===== src/rtl/mc_ctrl_pkg.sv =====
// Shared constants for the multicycle control unit: opcodes, FSM states,
// datapath mux encodings and the decoded control bundle.
package mc_ctrl_pkg;

  localparam logic [5:0] OP_RTYPE = 6'b000000;
  localparam logic [5:0] OP_LW    = 6'b100011;
  localparam logic [5:0] OP_SW    = 6'b101011;
  localparam logic [5:0] OP_BEQ   = 6'b000100;
  localparam logic [5:0] OP_ADDI  = 6'b001000;
  localparam logic [5:0] OP_J     = 6'b000010;

  localparam logic [1:0] SRCB_REGB   = 2'b00;
  localparam logic [1:0] SRCB_FOUR   = 2'b01;
  localparam logic [1:0] SRCB_IMM    = 2'b10;
  localparam logic [1:0] SRCB_IMMSH2 = 2'b11;

  localparam logic [1:0] ALUOP_ADD   = 2'b00;
  localparam logic [1:0] ALUOP_SUB   = 2'b01;
  localparam logic [1:0] ALUOP_FUNCT = 2'b10;

  localparam logic [1:0] PCSRC_ALU    = 2'b00;
  localparam logic [1:0] PCSRC_ALUOUT = 2'b01;
  localparam logic [1:0] PCSRC_JUMP   = 2'b10;

  typedef enum logic [3:0] {
    S_FETCH  = 4'd0,
    S_DECODE = 4'd1,
    S_MEMADR = 4'd2,
    S_MEMRD  = 4'd3,
    S_MEMWB  = 4'd4,
    S_MEMWR  = 4'd5,
    S_EXEC   = 4'd6,
    S_ALUWB  = 4'd7,
    S_BRANCH = 4'd8,
    S_ADDIEX = 4'd9,
    S_ADDIWB = 4'd10,
    S_JUMP   = 4'd11,
    S_HALT   = 4'd12
  } state_t;

  typedef struct packed {
    logic       pc_write;
    logic       branch;
    logic       iord;
    logic       mem_write;
    logic       ir_write;
    logic       reg_dst;
    logic       memto_reg;
    logic       reg_write;
    logic       alu_src_a;
    logic [1:0] alu_src_b;
    logic [1:0] alu_op;
    logic [1:0] pc_src;
    logic       instr_done;
    logic       halted;
  } ctrl_t;

  function automatic logic is_known_op(input logic [5:0] op);
    logic known;
    case (op)
      OP_RTYPE, OP_LW, OP_SW, OP_BEQ, OP_ADDI, OP_J: known = 1'b1;
      default:                                       known = 1'b0;
    endcase
    return known;
  endfunction

endpackage


===== src/rtl/mc_control.sv =====
// Moore FSM sequencing the shared-memory multicycle MIPS datapath.
// All outputs are held at zero while reset is low.
module mc_control
  import mc_ctrl_pkg::*;
#(
  parameter bit HALT_ON_ILLEGAL = 1'b1
) (
  input  logic       clk,
  input  logic       reset,
  input  logic [5:0] opcode,
  input  logic       zero,
  output logic       pc_en,
  output logic       iord,
  output logic       mem_write,
  output logic       ir_write,
  output logic       reg_dst,
  output logic       memto_reg,
  output logic       reg_write,
  output logic       alu_src_a,
  output logic [1:0] alu_src_b,
  output logic [1:0] alu_op,
  output logic [1:0] pc_src,
  output logic       instr_done,
  output logic       halted
);

  state_t state_r;
  state_t next_state_s;
  ctrl_t  ctrl_s;
  ctrl_t  gated_s;

  // State register
  always_ff @(posedge clk or negedge reset) begin
    if (!reset) begin
      state_r <= S_FETCH;
    end else begin
      state_r <= next_state_s;
    end
  end

  // Next-state decode; opcode only matters in DECODE and MEMADR
  always_comb begin
    next_state_s = state_r;
    case (state_r)
      S_FETCH:  next_state_s = S_DECODE;
      S_DECODE: begin
        case (opcode)
          OP_LW, OP_SW: next_state_s = S_MEMADR;
          OP_RTYPE:     next_state_s = S_EXEC;
          OP_BEQ:       next_state_s = S_BRANCH;
          OP_ADDI:      next_state_s = S_ADDIEX;
          OP_J:         next_state_s = S_JUMP;
          default: begin
            if (HALT_ON_ILLEGAL) begin
              next_state_s = S_HALT;
            end else begin
              next_state_s = S_FETCH;
            end
          end
        endcase
      end
      S_MEMADR: begin
        if (opcode == OP_SW) begin
          next_state_s = S_MEMWR;
        end else begin
          next_state_s = S_MEMRD;
        end
      end
      S_MEMRD:  next_state_s = S_MEMWB;
      S_EXEC:   next_state_s = S_ALUWB;
      S_ADDIEX: next_state_s = S_ADDIWB;
      S_MEMWB, S_MEMWR, S_ALUWB, S_BRANCH, S_ADDIWB, S_JUMP:
                next_state_s = S_FETCH;
      S_HALT:   next_state_s = S_HALT;
      default:  next_state_s = S_FETCH;
    endcase
  end

  // Per-state control decode
  always_comb begin
    ctrl_s = '0;
    case (state_r)
      S_FETCH: begin
        ctrl_s.alu_src_b = SRCB_FOUR;
        ctrl_s.alu_op    = ALUOP_ADD;
        ctrl_s.pc_src    = PCSRC_ALU;
        ctrl_s.ir_write  = 1'b1;
        ctrl_s.pc_write  = 1'b1;
      end
      S_DECODE: begin
        ctrl_s.alu_src_b  = SRCB_IMMSH2;
        ctrl_s.instr_done = !HALT_ON_ILLEGAL && !is_known_op(opcode);
      end
      S_MEMADR, S_ADDIEX: begin
        ctrl_s.alu_src_a = 1'b1;
        ctrl_s.alu_src_b = SRCB_IMM;
      end
      S_MEMRD: ctrl_s.iord = 1'b1;
      S_MEMWB: begin
        ctrl_s.memto_reg  = 1'b1;
        ctrl_s.reg_write  = 1'b1;
        ctrl_s.instr_done = 1'b1;
      end
      S_MEMWR: begin
        ctrl_s.iord       = 1'b1;
        ctrl_s.mem_write  = 1'b1;
        ctrl_s.instr_done = 1'b1;
      end
      S_EXEC: begin
        ctrl_s.alu_src_a = 1'b1;
        ctrl_s.alu_src_b = SRCB_REGB;
        ctrl_s.alu_op    = ALUOP_FUNCT;
      end
      S_ALUWB: begin
        ctrl_s.reg_dst    = 1'b1;
        ctrl_s.reg_write  = 1'b1;
        ctrl_s.instr_done = 1'b1;
      end
      S_BRANCH: begin
        ctrl_s.alu_src_a  = 1'b1;
        ctrl_s.alu_src_b  = SRCB_REGB;
        ctrl_s.alu_op     = ALUOP_SUB;
        ctrl_s.pc_src     = PCSRC_ALUOUT;
        ctrl_s.branch     = 1'b1;
        ctrl_s.instr_done = 1'b1;
      end
      S_ADDIWB: begin
        ctrl_s.reg_write  = 1'b1;
        ctrl_s.instr_done = 1'b1;
      end
      S_JUMP: begin
        ctrl_s.pc_src     = PCSRC_JUMP;
        ctrl_s.pc_write   = 1'b1;
        ctrl_s.instr_done = 1'b1;
      end
      S_HALT:  ctrl_s.halted = 1'b1;
      default: ctrl_s = '0;
    endcase
  end

  // Force every output low while reset is held, independent of state
  always_comb begin
    if (reset) begin
      gated_s = ctrl_s;
    end else begin
      gated_s = '0;
    end
  end

  assign pc_en      = gated_s.pc_write | (gated_s.branch & zero);
  assign iord       = gated_s.iord;
  assign mem_write  = gated_s.mem_write;
  assign ir_write   = gated_s.ir_write;
  assign reg_dst    = gated_s.reg_dst;
  assign memto_reg  = gated_s.memto_reg;
  assign reg_write  = gated_s.reg_write;
  assign alu_src_a  = gated_s.alu_src_a;
  assign alu_src_b  = gated_s.alu_src_b;
  assign alu_op     = gated_s.alu_op;
  assign pc_src     = gated_s.pc_src;
  assign instr_done = gated_s.instr_done;
  assign halted     = gated_s.halted;

endmodule

===== config.mk =====
export PLATFORM = sky130hd
export DESIGN_NAME = mc_control
export DESIGN_NICKNAME = d
export VERILOG_FILES = /design/src/rtl/mc_ctrl_pkg.sv /design/src/rtl/mc_control.sv
export SDC_FILE = /design/constraint.sdc
export NUM_CORES = 1
export LEC_CHECK = 0
export ABC_AREA = 1
export ABC_CLOCK_PERIOD_IN_PS = 2500
export BUFFER_PORTS_ARGS = -buffer_cell sky130_fd_sc_hd__buf_2
export CAP_MARGIN = 10
export CELL_PAD_IN_SITES_DETAIL_PLACEMENT = 1
export CELL_PAD_IN_SITES_GLOBAL_PLACEMENT = 1
export CORE_MARGIN = 5
export CORE_UTILIZATION = 29
export DETAILED_ROUTE_END_ITERATION = 6
export PLACE_DENSITY = 0.84
export SKIP_LAST_GASP = 1
export SYNTH_ARGS = -nofsm -noshare
export SYNTH_HDL_FRONTEND = slang
export SYNTH_SLANG_ARGS = --single-unit

===== constraint.sdc =====
create_clock -name clk -period 2.5 [get_ports clk]
set_input_delay 0.375 -clock clk [delete_from_list [all_inputs] [get_ports clk]]
set_output_delay 0.375 -clock clk [all_outputs]
set_load 0.02 [all_outputs]

==> results.md <==
* Status: finished clean
* Synthesis-to-finish area growth at 34.6%
* Worst setup SP type: input port
* Post-cts sizing count at 0
* Iteration count of the initial detailed-routing pass at 4
* GPL Wtd Cong at 0.858
* Global-route wire length before repair at 3120 um
* CP max FO at 9
* Initial Utilization at a little under 30%
* Synth top area cells: dfrtp_1, nand2_1, nor2_1
* Postcts setup bufs at 0
* Leak Pwr at 0.383 nW
* Wire length after detailed routing at 1780 um
* Fin. Hold Viols at 0
* Ys async rst share at 100%
* Synth cell count leaders: nand2_1, nor2_1, nand3_1, inv_2, a21oi_1
* Synthesized area per cell at 5.59 um^2
* PwrDens at 949 nW/um^2
* Initial antenna violation count at 0
* Clock slew at reported path FFs at 0.04 ns
* Share of post-route cells with drive strength above 1 at 39.8%
* Largest register FFs at 4
* Yosys reg bits at 4
* Fill cells at 246
* Crit end category: primary output
* Minimum clock period at 2.09 ns
* Remaining antenna violation count at 0
* Worst relative slew slack at 82.6%
* Crit path from: reset
* Post-DR wirelength/cell at 13.2 um
* # DRC at 0
* Design Power at 0.000642 W
* Max-slew violations at 0
* Die Y at 51.6 um
* FF-to-FF Start: state_r[3]$_DFF_PN0_
* Syn_nets at 99
* Die width at 51.6 um
* Type of the worst min-delay path: input port to async pin
* Worst VDD drop at a little under 0.3 mV
* FF-to-FF path depth at 5
* CTS tree: yes
* Mapped Area at 503 um^2
* Critical path data required time at 2.12 ns
* Worst slew pin tran at 0.260 ns
* Setup TNS at 0 ns
* Count leader, synth: nand2_1
* Fmax achieved at ~480 MHz
* Setup Viol. Count Final at 0
* Biggest regs: state_r x4
* Largest area contributor in the netlist: dfrtp_1
* Fin nets at between 100 and 150
* Final Util at between 40% and 50%
* CTS Root Cell: clkbuf_4
* H-tree depth reported by CTS at 1
* RSZ-0062 raised after global routing: no
* I/O Pins at 25
* Grt ovf at 0
* GRT Total Usage at 15.4%
* Pin count of the biggest net entering global routing at 10
* WS Path Type: input port to primary output
* Post-synthesis sequential area ratio at 19.9%
* TritonCTS sink count at 4
* Synth top area share at 19.9%
* Die area at 2670 um^2
* Clock buffer depth at 2
* Core region area at between 1500 and 2000 um^2
* Post-synthesis cell type count at 14
* Most used DFF post-synth: dfrtp_1
* Synth Warn # at 0
* Clock buffer count from CTS at 3
* Max-cap violations at 0
* Met2 Usage GRT at 30.5%
* Reg with most FFs: state_r
* Hpwl dp at around 1500 um
* N_diodes at 0
* Initial DRC count at 3
* Clock skew at 0.00434 ns
* Met3 Track Usage GR at less than 1%
* # rows at 15
* Tcrit/Tclk final at between 80% and 90%
* EDFF count, synth at 0
* Critical Path AT at approximately 1.7 ns
* Gr busiest metal: met2
* Vias in the first global route at 764
* Avg Vias per Cell at 4.99
* Vias at roughly 670
* Post-Syn Instances at 90
* Grt met1 use at 14.8%
* # port buffers at 24
* Hold-fix buffer count after cts at 1
* Clock Latency Late Sink at 0.23 ns
[critical path, cell delays in order]
cell	delay [ns]
dlygate4sd3_1	0.52
buf_2	0.19
inv_2	0.12
nor3_2	0.22
nand2_1	0.07
nand2_1	0.06
buf_2	0.16
[report_power, final]
group | internal [W] | total, W | switching (W) | leakage, nW
Sequential | 0.0000906 | 0.000135 | 0.0000443 | 0.0516
Clock | 0.0000537 | 0.0000799 | 0.0000262 | 0.0138
Combinational | 0.000130 | 0.000427 | 0.000297 | 0.318
Total | 0.000275 | 0.000642 | 0.000367 | 0.383
[kinds of logic after synthesis]
logic type | synth area share [%]
AND/OR/NAND/NOR | 61.7
buffers and inverters | 11.2
flip-flops | 19.9
AO/OA/AOI/OAI | 7.21
[area by class of cell]
class	count	area, um^2	share of cell area (%)
Multi-Input combinational cell	71	347	51.2
Timing Repair Buffer	25	130	19.2
Sequential cell	4	100	14.8
Inverter	15	56.3	8.32
Clock buffer	3	22.5	3.33
Tap cell	17	21.3	3.14
[placed cells by master, fill, tap and decap left out]
master         instances
dlygate4sd3_1          1
nor3_2                 2
nand3b_1               2
a21oi_1                5
nor2_1                18
o22ai_1                1
o21ai_1                1
clkbuf_4               3
inv_1                  4
nor3_1                 2
nand3_1               12
inv_2                 11
nor2_2                 4
dfrtp_1                4
nor2_4                 3
buf_2                 24
nand2_1               21
[metrics by stage]
| step | setup WS (ns) | cells | area, um^2 | hold slack, ns |
|---|---|---|---|---|
| 6_report | 0.405 | 135 | 677 | 0.499 |
| 5_1_grt | 0.280 | 135 | 677 | 0.507 |
| 4_1_cts | 0.388 | 135 | 677 | 0.497 |
| 3_5_place_dp | 0.893 | 131 | 644 | 0.213 |
| 3_3_place_gp | 0.920 | 131 | 644 | 0.210 |
| 2_1_floorplan | 0.848 | 90 | 503 | 0.0794 |
[metal layers]
metal	wire, um	vias to the layer above	share of wire [%]
met5	0	-	0
met4	21	0	1.2
met3	57	2	3.2
met2	999	17	56
met1	699	316	39
li1	-	338	-
[final timing paths]
kind,end,slack (ns)
min in group clk,state_r[1]$_DFF_PN0_,0.53
worst min register to register,state_r[3]$_DFF_PN0_,0.74
worst max-delay path,pc_en,0.41
worst max register to register,state_r[1]$_DFF_PN0_,1.35
max in group asynchronous,state_r[2]$_DFF_PN0_,1.84
worst min-delay path,state_r[0]$_DFF_PN0_,0.50
Power figures use the tool's default switching activity.
